[src/rtl/shift_reg_ctrl.sv]
// Multi-step shift register with parallel load and a busy/done handshake.
// Optional rotate mode is built in when SHREG_ROTATE_EN is defined.
module shift_reg_ctrl #(
    parameter int WIDTH = 8,
    parameter int AMT_W = 4
) (
    input  logic             clk,
    input  logic             reset,
    input  logic             start,
    input  logic [1:0]       op,
    input  logic [AMT_W-1:0] amt,
    input  logic [WIDTH-1:0] d,
    input  logic             ser_in,
    input  logic             rot,
    input  logic             stall,
    output logic [WIDTH-1:0] q,
    output logic             ser_out,
    output logic             busy,
    output logic             done
);

    localparam logic [1:0] OP_NOP  = 2'b00;
    localparam logic [1:0] OP_LOAD = 2'b01;
    localparam logic [1:0] OP_SHL  = 2'b10;
    localparam logic [1:0] OP_SHR  = 2'b11;

    typedef enum logic [0:0] {
        ST_IDLE  = 1'b0,
        ST_SHIFT = 1'b1
    } state_t;

    state_t           r_state;
    state_t           w_state_nxt;
    logic [WIDTH-1:0] r_q;
    logic [WIDTH-1:0] w_q_nxt;
    logic             r_ser;
    logic             w_ser_nxt;
    logic             r_busy;
    logic             w_busy_nxt;
    logic             r_done;
    logic             w_done_nxt;
    logic [AMT_W-1:0] r_cnt;
    logic [AMT_W-1:0] w_cnt_nxt;
    logic             r_dir;
    logic             w_dir_nxt;
    logic             r_rot;
    logic             w_rot_nxt;
    logic             w_rot_in;
    logic [WIDTH:0]   w_step;

    // One shift step; result is {bit shifted out, new register value}.
    function automatic logic [WIDTH:0] shift_step(
        input logic [WIDTH-1:0] cur,
        input logic             dir_right,
        input logic             do_rot,
        input logic             fill_in
    );
        logic           fill;
        logic [WIDTH:0] res;
        if (dir_right) begin
            fill = do_rot ? cur[0] : fill_in;
            res  = {cur[0], fill, cur[WIDTH-1:1]};
        end else begin
            fill = do_rot ? cur[WIDTH-1] : fill_in;
            res  = {cur[WIDTH-1], cur[WIDTH-2:0], fill};
        end
        return res;
    endfunction

`ifdef SHREG_ROTATE_EN
    assign w_rot_in = rot;
`else
    // Rotate is compiled out; rot is deliberately left without effect.
    logic w_unused_rot;
    assign w_unused_rot = rot;
    assign w_rot_in     = 1'b0;
`endif

    // Next-state and next-output logic for the IDLE/SHIFT controller.
    always_comb begin
        w_state_nxt = r_state;
        w_q_nxt     = r_q;
        w_ser_nxt   = r_ser;
        w_busy_nxt  = r_busy;
        w_done_nxt  = 1'b0;
        w_cnt_nxt   = r_cnt;
        w_dir_nxt   = r_dir;
        w_rot_nxt   = r_rot;
        w_step      = '0;

        case (r_state)
            ST_IDLE: begin
                w_busy_nxt = 1'b0;
                if (start) begin
                    case (op)
                        OP_NOP: begin
                            w_done_nxt = 1'b0;
                        end
                        OP_LOAD: begin
                            w_q_nxt    = d;
                            w_done_nxt = 1'b1;
                        end
                        OP_SHL, OP_SHR: begin
                            w_dir_nxt = op[0];
                            w_rot_nxt = w_rot_in;
                            if (amt == {AMT_W{1'b0}}) begin
                                w_done_nxt = 1'b1;
                            end else begin
                                // First step happens on the accepting edge.
                                w_step    = shift_step(r_q, op[0], w_rot_in, ser_in);
                                w_q_nxt   = w_step[WIDTH-1:0];
                                w_ser_nxt = w_step[WIDTH];
                                if (amt == AMT_W'(1)) begin
                                    w_done_nxt = 1'b1;
                                end else begin
                                    w_cnt_nxt   = amt - AMT_W'(1);
                                    w_busy_nxt  = 1'b1;
                                    w_state_nxt = ST_SHIFT;
                                end
                            end
                        end
                        default: begin
                            w_done_nxt = 1'b0;
                        end
                    endcase
                end else begin
                    w_done_nxt = 1'b0;
                end
            end
            ST_SHIFT: begin
                if (stall) begin
                    w_busy_nxt = 1'b1;
                end else begin
                    w_step    = shift_step(r_q, r_dir, r_rot, ser_in);
                    w_q_nxt   = w_step[WIDTH-1:0];
                    w_ser_nxt = w_step[WIDTH];
                    w_cnt_nxt = r_cnt - AMT_W'(1);
                    // A count of 0 cannot occur here; treat it as final for robustness.
                    if (r_cnt <= AMT_W'(1)) begin
                        w_cnt_nxt   = {AMT_W{1'b0}};
                        w_busy_nxt  = 1'b0;
                        w_done_nxt  = 1'b1;
                        w_state_nxt = ST_IDLE;
                    end else begin
                        w_busy_nxt = 1'b1;
                    end
                end
            end
            default: begin
                w_state_nxt = ST_IDLE;
                w_busy_nxt  = 1'b0;
                w_cnt_nxt   = {AMT_W{1'b0}};
            end
        endcase
    end

    // State and output registers with synchronous reset.
    always_ff @(posedge clk) begin
        if (reset) begin
            r_state <= ST_IDLE;
            r_q     <= {WIDTH{1'b0}};
            r_ser   <= 1'b0;
            r_busy  <= 1'b0;
            r_done  <= 1'b0;
            r_cnt   <= {AMT_W{1'b0}};
            r_dir   <= 1'b0;
            r_rot   <= 1'b0;
        end else begin
            r_state <= w_state_nxt;
            r_q     <= w_q_nxt;
            r_ser   <= w_ser_nxt;
            r_busy  <= w_busy_nxt;
            r_done  <= w_done_nxt;
            r_cnt   <= w_cnt_nxt;
            r_dir   <= w_dir_nxt;
            r_rot   <= w_rot_nxt;
        end
    end

    assign q       = r_q;
    assign ser_out = r_ser;
    assign busy    = r_busy;
    assign done    = r_done;

endmodule

[config.mk]
export PLATFORM = sky130hd
export DESIGN_NAME = shift_reg_ctrl
export DESIGN_NICKNAME = d
export VERILOG_FILES = /design/src/rtl/shift_reg_ctrl.sv
export SDC_FILE = /design/constraint.sdc
export NUM_CORES = 1
export LEC_CHECK = 0
export BUFFER_PORTS_ARGS = -buffer_cell sky130_fd_sc_hd__clkbuf_2
export CORE_MARGIN = 2
export CORE_UTILIZATION = 47
export DETAILED_ROUTE_END_ITERATION = 8
export PLACE_DENSITY_LB_ADDON = 0.1
export SYNTH_ARGS = -nofsm -noshare
export SYNTH_HDL_FRONTEND = slang
export SYNTH_SLANG_ARGS = --single-unit
[constraint.sdc]
create_clock -name clk -period 1.2 [get_ports clk]
set_input_delay 0 -clock clk [delete_from_list [all_inputs] [get_ports clk]]
set_output_delay 0 -clock clk [all_outputs]
set_load 0.01 [all_outputs]
==> flow_summary.ini, run 1 <==
[routing]
vias = 1262
dr.first_iter.drc_count = 29
drc = 0
drt-pass1-iter-count = 4
drtAntennaViolNets = 0
via_per_inst = 5.843
drt-total-wl_mm = 3.398
avgRoutedWirePerCell_um = 15.73

[layout]
stdcell_area_um2 = 1725
drive_above_1_share_pct = 45.70
nFillCells = 197
layoutNonFillerInstCount = 216
syn_to_final_growth_pct = 44.70
diodes = 0
nets = 211

[timing]
rsz0062_at_grt = yes
setup_slack_ns = -0.1594
period_share_pct = 113.3
whs_ns = 0.09584
final_max_slew_viol_count = 0
hold_viol_final = 0
max_freq_mhz = 735.6
final.min_clock_period_ns = 1.359
fin_worst_skew_ns = 0.006336
worst_slew_pin_slew_ns = 0.3922
relSlewSlack_pct = 73.80
setup_violations = 15

[placement]
dp_slack_ns = -0.2232
dpl.hpwl_mm = 2.484
numPortBuffers = 29
place_congestion = 0.8884
dp.cells = 207
dpl_cell_area_um2 = 1564

[synthesis]
synth_top_cell_by_area = dfxtp_1
syn-num-nets = 157
postSynthCellCount = 133
ys_seq_area_share_pct = 26.86
synth_cell_type_count = 41
netlist.area_leader.share_pct = 26.86
synthTopCellsByArea = dfxtp_1 27%, mux2i_1 16%, a211o_1 5.9%
syn_area_um2 = 1192
avgSynthCellArea_um2 = 8.965
ys_ff_latch = 16
ys_warn_count = 0

[floorplan]
dieArea_um2 = 2956
start_util_pct = 49.02
rows = 18
die_x_um = 54.37
io_pins = 31
die_h_um = 54.37
core-area_um2 = 2432

[power_and_ir_drop]
p_leak_nw = 0.7677
power.density_nw_per_um2 = 947.0
vdd_drop_max_uv = 783.4
p_total_mw = 1.634

[critical_path]
cp_data_required_time_ns = 1.41
worstReg2RegEnd = r_cnt[3]$_SDFFE_PP0P_
cp_max_fo = 4
rr_worst_depth = 3
worst_setup_path_end_kind = register
path_class = register to register
crit_arrival_ns = 1.57
r2r_slack_ns = -0.16
start_kind = register
reg2reg_from = r_cnt[0]$_SDFFE_PP0P_

[cts]
clockRootBuffer = clkbuf_4
path_clk_slew_ns = 0.10
cts.sinks = 16
worstSkewPairLatency_ns = 0.29
htreeDepth = 1
cts_tree = yes
numCtsBuffers = 3
clock_path_buffers = 2

[outcome]
outcome = complete, but fails checks
violations = negative setup slack

[run]
drv_cap = 0

[hold_path]
holdCritStartpoint = op[0]
worstHoldPathType = input pin to register
whs_path_depth = 3
min_to = r_dir$_SDFFE_PP0P_

[grt]
overflow = 0
gr-usage-all-layers_pct = 24.62
antenna_found_initial = 0
grt_pass1_vias = 1137
grt_pass1_wl_mm = 5.161
grt_max_degree = 16
[critical path, cell delays in order, from the launching register on]
cell and delay (ns):
dfxtp_4 0.38, or3_4 0.38, o32a_1 0.33, o22ai_1 0.19
[cells by family (layout without fill, tap and decap cells)]
kind of cell	after synthesis	in the layout	synth area share, %
compound gates	46	46	30.12
simple gates	32	32	15.01
mux	20	20	16.89
flops	16	16	26.86
buf+inv	13	66	5.456
fa+ha+maj	4	4	4.197
xor+xnor	2	2	1.469
[metrics by stage]
stage / util [%] / TNS (ns)
final: 70.94 / -1.902
after global routing: 70.94 / -2.515
after CTS: 69.34 / -1.694
after detailed placement: 64.30 / -2.742
after global placement: 64.30 / -2.063
after floorplan: - / -1.215
[Yosys cell counts (all sizes together)]
library cell  instances
nor3b                 1
or3                   2
o32a                  1
a22oi                 1
clkbuf                1
a211oi                1
and3                  1
a211o                 8
dfxtp                16
o21a                  2
o22a                  2
a2bb2oi               1
a22o                  8
or2                   2
nand2                 2
a31oi                 1
xnor2                 2
nor2b                 2
or2b                  1
a32o                  1
a21oi                 3
o221a                 1
nor3                  3
buf                   6
nand4b                1
o31a                  1
ha                    4
mux2i                19
mux2                  1
o31ai                 2
inv                   6
o22ai                 2
o21ai                11
nor2                 15
nand2b                1
nand3b                1
[layout make-up]
| cell class | instances | area [µm²] | share of cell area [%] |
|---|---|---|---|
| repair buffers | 56 | 379.1 | 21.97 |
| inverters | 6 | 27.53 | 1.595 |
| well taps | 30 | 37.54 | 2.175 |
| clock buffers | 4 | 36.28 | 2.103 |
| flip-flops and latches | 16 | 329.1 | 19.07 |
| multi-input cells | 104 | 915.9 | 53.08 |
[layout by cell type (no fill, tap or decap), types with 2 or more instances in the layout]
master,Yosys,layout
a211o_1,8,8
a22o_1,8,8
buf_12,0,2
buf_4,1,23
clkbuf_2,0,29
clkbuf_4,0,3
dfxtp_1,16,13
dfxtp_4,0,2
ha_1,4,2
ha_4,0,2
inv_1,6,4
inv_4,0,2
mux2i_1,19,19
nand2_1,2,2
nor2_1,15,14
nor2b_1,2,2
nor3_1,2,2
o21a_4,2,2
o21ai_0,11,10
o22a_1,2,2
or3_4,0,2
xnor2_1,2,2
[worst max path at each step]
stage                           from                     to  slack, ns  cells past startpoint
3_5_place_dp         busy$_SDFF_PP0_      q[5]$_SDFFE_PP0P_      -0.22                      4
5_1_grt              busy$_SDFF_PP0_  r_cnt[3]$_SDFFE_PP0P_      -0.22                      4
2_1_floorplan        busy$_SDFF_PP0_      q[1]$_SDFFE_PP0P_      -0.11                      5
3_3_place_gp         busy$_SDFF_PP0_      q[5]$_SDFFE_PP0P_      -0.19                      4
6_report       r_cnt[0]$_SDFFE_PP0P_  r_cnt[3]$_SDFFE_PP0P_      -0.16                      3
4_1_cts        r_cnt[0]$_SDFFE_PP0P_        busy$_SDFF_PP0_      -0.14                      5
[what timing repair did]
item	4_1_cts	5_1_grt
endpoints found under the hold margin	1	0
hold buffers	1	0
pin swaps	4	4
endpoints found under the setup margin	15	16
buffers inserted	4	1
gates resized for setup	12	7
[per-layer routing]
metal	vias to the layer above	share of wire (%)	global-route usage, %
met4	0	1.2	9.583
met5	-	0	0
li1	607	-	-
met2	36	50	40.76
met1	613	44	32.34
met3	6	5.0	3.005
[power by group]
| group | internal (mW) | leakage [nW] | switching (mW) |
|---|---|---|---|
| registers | 0.574 | 0.133 | 0.0607 |
| clock network | 0.185 | 0.0210 | 0.183 |
| logic | 0.339 | 0.614 | 0.292 |
| total | 1.10 | 0.768 | 0.536 |
[registers in the layout, summed over array words and instances, names as in the netlist]
| name | flops |
|---|---|
| busy | 1 |
| r_dir | 1 |
| q | 8 |
| done | 1 |
| ser_out | 1 |
| r_cnt | 4 |
(Power assumes the default switching activity.)
==> inputs of run 2 (changes only) <==
Settings changed: CORE_UTILIZATION 47 to 50.
Clock period 1.2 ns to 1.7 ns, I/O delays scaled along.
==> run 2 against run 1 <==
The run now ends clean. First-iteration DRC count shrank 6.9%. Clock skew shrank 0.0043 ns. Setup slack better by 0.32 ns. Fmax down 12%. Combinational power is 51% lower. Clock power decreased by 43%. Utilization is 9.0 points lower. Non-clock buffer count fell by 23. Final cell count down 12%. Sequential share of layout area rose by 4.2 points. Design area down 20%. Wire length fell by 13%. Largest cell class unchanged.
==> flow_summary.ini, run 2 (synthesis results as in run 1) <==
[power_and_ir_drop]
vdd_drop_max_uv = 452.3
p_leak_nw = 0.6244
p_total_mw = 0.9646
power.density_nw_per_um2 = 697.1

[floorplan]
start_util_pct = 53.39
rows = 17
io_pins = 31
die_h_um = 52.84
dieArea_um2 = 2792
die_x_um = 52.84
core-area_um2 = 2233

[timing]
worst_slew_pin_slew_ns = 0.4463
relSlewSlack_pct = 70.25
hold_viol_final = 0
finalSetupTns_ns = 0
max_freq_mhz = 649.8
period_share_pct = 90.52
rsz0062_at_grt = no
fin_worst_skew_ns = 0.002004
setup_violations = 0
final_max_slew_viol_count = 0
final.min_clock_period_ns = 1.539

[placement]
place_congestion = 0.7707
numPortBuffers = 29
dp.cells = 187
dpl_cell_area_um2 = 1360
dpl.hpwl_mm = 2.152

[cts]
numCtsBuffers = 3
postCtsSetupBuffers = 0
clock_path_buffers = 2
cts_tree = yes
htreeDepth = 1
cts.sinks = 16
worstSkewPairLatency_ns = 0.29
path_clk_slew_ns = 0.10
clockRootBuffer = clkbuf_4

[routing]
avgRoutedWirePerCell_um = 15.57
vias = 1152
drtAntennaViolNets = 0
via_per_inst = 6.063
dr.first_iter.drc_count = 27
drt-pass1-iter-count = 4
drt-total-wl_mm = 2.958
drc = 0

[grt]
grt_max_degree = 23
gr-usage-all-layers_pct = 23.37
overflow = 0
antenna_found_initial = 0
grt_pass1_vias = 1058
grt_pass1_wl_mm = 4.774

[critical_path]
path_buf_inv = 1
worst_setup_path_end_kind = register
path_cells = buf_4 -> nand2b_4 -> o21a_4 -> o21a_4 -> a22o_1
path_class = register to register
crit_slowest_cell = dfxtp_2
cp_max_fo = 10
crit_top_cell = o21a_4
cp_top_family = compound AO/OA/AOI/OAI gates
start_kind = register
crit_arrival_ns = 1.72
critPathMaxStageDelay_ns = 0.39
cp_data_required_time_ns = 1.89

[layout]
syn_to_final_growth_pct = 16.05
mostFrequentLayoutCells = 29 x clkbuf_2, 19 x mux2i_1, 15 x nor2_1, 15 x dfxtp_1, 11 x o21ai_0
drive_above_1_share_pct = 27.78
largest_reg_flops = 8
stdcell_area_um2 = 1384
layoutNonFillerInstCount = 190
diodes = 0
final_common_cell = clkbuf_2
nets = 188
finish.utilization_pct = 61.96

[run]
drv_cap = 0

[hold_path]
worstHoldPathType = input pin to register

[outcome]
outcome = finished, final reports clean
-- run 2: metal layers --
metal  share of wire, %  track usage [%]  vias up  wire length, µm
met5                  0                0        -                0
met4                1.0            8.547        0               30
met3                4.3            2.571        4              128
met2                 46            37.71       34             1364
met1                 49            31.72      554             1435
li1                   -                -      560                -
-- run 2: timing repair --
action	in CTS	in global routing
gates resized for setup	0	1
hold buffers	0	0
setup endpoints to repair	0	9
-- run 2: final timing paths --
kind | startpoint | end | slack, ns | depth (start not counted)
max | busy$_SDFF_PP0_ | q[2]$_SDFFE_PP0P_ | 0.16 | 5
min | reset | done$_SDFF_PP0_ | 0.007 | 2
max reg2reg | busy$_SDFF_PP0_ | q[2]$_SDFFE_PP0P_ | 0.16 | 5
min reg2reg | ser_out$_SDFFE_PP0P_ | ser_out$_SDFFE_PP0P_ | 0.52 | 2
-- run 2: final cells by class --
cell class	count	area (µm²)
multi-input cells	104	807.0
clock buffers	3	22.52
repair buffers	33	175.2
flip-flops and latches	16	321.6
fillers	206	849.6
inverters	6	22.52
well taps	28	35.03
-- run 2: per-stage QoR --
step | worst slack [ns] | hold slack (ns)
final | 0.1611 | 0.006669
after global routing | 0.06661 | 0.01166
after detailed placement | 0.06978 | 0.3195
after floorplan | 0.3079 | 0.07188
after CTS | 0.05092 | 0.0002062
after global placement | 0.1272 | 0.3189
-- run 2: where the power goes --
| part | switching [mW] | total [mW] | internal [mW] |
|---|---|---|---|
| clock | 0.125 | 0.208 | 0.0823 |
| combinational | 0.159 | 0.312 | 0.152 |
| sequential | 0.0401 | 0.445 | 0.405 |
==> inputs of run 3 (changes only) <==
Settings changed: RECOVER_POWER set to 100.
==> run 3 against run 2 <==
Sequential cell count unchanged. Final cell count unchanged. Total power down 1.0%. Sequential power about the same. First-iteration DRC count up 3.7%. Critical endpoint unchanged. Largest cell class unchanged. Setup slack worse by 0.046 ns. Combinational power down 4%. Hold slack better by 0.0033 ns. Utilization down 1.1 points. Fmax down 2.9%.
==> flow_summary.ini, run 3 (synthesis results as in run 1) <==
[routing]
avgRoutedWirePerCell_um = 15.51
vias = 1159
drtAntennaViolNets = 0
via_per_inst = 6.100
drt-pass1-iter-count = 4
dr.first_iter.drc_count = 28
drt-total-wl_mm = 2.946
drc = 0

[placement]
dp.cells = 187
dp_slack_ns = 0.06978
numPortBuffers = 29
place_congestion = 0.7707
dpl.hpwl_mm = 2.152
dpl_cell_area_um2 = 1360

[critical_path]
worst-path-stages = 5
crit_arrival_ns = 1.77
worst_setup_path_end_kind = register
path_class = register to register
crit_slowest_cell = dfxtp_2
cp_max_fo = 10
path_cells = clkbuf_2 -> nand2b_4 -> o21a_1 -> o21a_4 -> a22o_1
cp_data_required_time_ns = 1.89
critPathMaxStageDelay_ns = 0.40
rr_worst_depth = 5
start_kind = register
cp_top_family = compound AO/OA/AOI/OAI gates
path_buf_inv = 1

[grt]
overflow = 0
gr-usage-all-layers_pct = 23.37
grt_max_degree = 23
antenna_found_initial = 0
grt_pass1_wl_mm = 4.774
grt_pass1_vias = 1058

[timing]
final.min_clock_period_ns = 1.584
relSlewSlack_pct = 70.06
whs_ns = 0.009935
rsz0062_at_grt = no
finalSetupTns_ns = 0
final_max_slew_viol_count = 0
hold_viol_final = 0
max_freq_mhz = 631.1
worst_slew_pin_slew_ns = 0.4491
period_share_pct = 93.20
fin_worst_skew_ns = 0.002724
setup_slack_ns = 0.1156
setup_violations = 0

[layout]
final_common_cell = clkbuf_2
layoutNonFillerInstCount = 190
mostFrequentLayoutCells = 21 x clkbuf_2, 19 x mux2i_1, 15 x nor2_1, 15 x dfxtp_1, 11 x o21ai_0
finish.utilization_pct = 60.84
stdcell_area_um2 = 1359
diodes = 0
drive_above_1_share_pct = 20.99
largest_reg_flops = 8
nets = 188
syn_to_final_growth_pct = 13.96

[floorplan]
core-area_um2 = 2233
start_util_pct = 53.39
die_x_um = 52.84
dieArea_um2 = 2792
io_pins = 31
die_h_um = 52.84
rows = 17

[cts]
clock_path_buffers = 2
cts.sinks = 16
htreeDepth = 1
worstSkewPairLatency_ns = 0.29
clockRootBuffer = clkbuf_4
path_clk_slew_ns = 0.10
numCtsBuffers = 3
cts_tree = yes

[power_and_ir_drop]
power.density_nw_per_um2 = 702.8
p_leak_nw = 0.5852
vdd_drop_max_uv = 451.6
p_total_mw = 0.9549

[run]
drv_cap = 0

[hold_path]
whs_path_depth = 2
worstHoldPathType = input pin to register

[outcome]
outcome = finished, final reports clean
run 3: cell types whose count changed in the layout (fill, tap and decap cells not counted):
cell / previous run / this run
or2_0: 0 / 1
buf_4: 4 / 2
o21a_1: 0 / 1
clkbuf_2: 29 / 21
clkbuf_1: 0 / 10
or2_1: 1 / 0
o21a_4: 2 / 1
run 3: final cells by class:
| type | count | area [µm²] |
|---|---|---|
| well taps | 28 | 35.03 |
| inverters | 6 | 22.52 |
| fillers | 215 | 874.6 |
| clock buffers | 3 | 22.52 |
| multi-input cells | 104 | 799.5 |
| flip-flops and latches | 16 | 321.6 |
| repair buffers | 33 | 157.7 |
run 3: where the power goes:
group          total (mW)  switching, mW  internal (mW)  leakage (nW)
Clock               0.208          0.126         0.0824        0.0138
Sequential          0.445         0.0403          0.405         0.131
Combinational       0.301          0.158          0.143         0.440
Total               0.955          0.324          0.631         0.585
run 3: layer usage:
metal	GRT usage, %	vias to the layer above	part of all wire (%)
li1	-	562	-
met1	31.72	563	50
met2	37.71	30	45
met3	2.571	4	3.5
met4	8.547	0	1.0
met5	0	-	0
run 3: path summary, 6_finish.rpt:
kind / endpoint / start / slack [ns]
hold / removal: done$_SDFF_PP0_ / reset / 0.01
hold reg to reg: ser_out$_SDFFE_PP0P_ / ser_out$_SDFFE_PP0P_ / 0.53
setup reg to reg: q[2]$_SDFFE_PP0P_ / busy$_SDFF_PP0_ / 0.12
setup / recovery: q[2]$_SDFFE_PP0P_ / busy$_SDFF_PP0_ / 0.12
run 3: repair_timing:
item / CTS / global route
setup endpoints to repair: 0 / 9
buffers inserted: 0 / 0
gates resized for setup: 0 / 1
hold buffers: 0 / 0
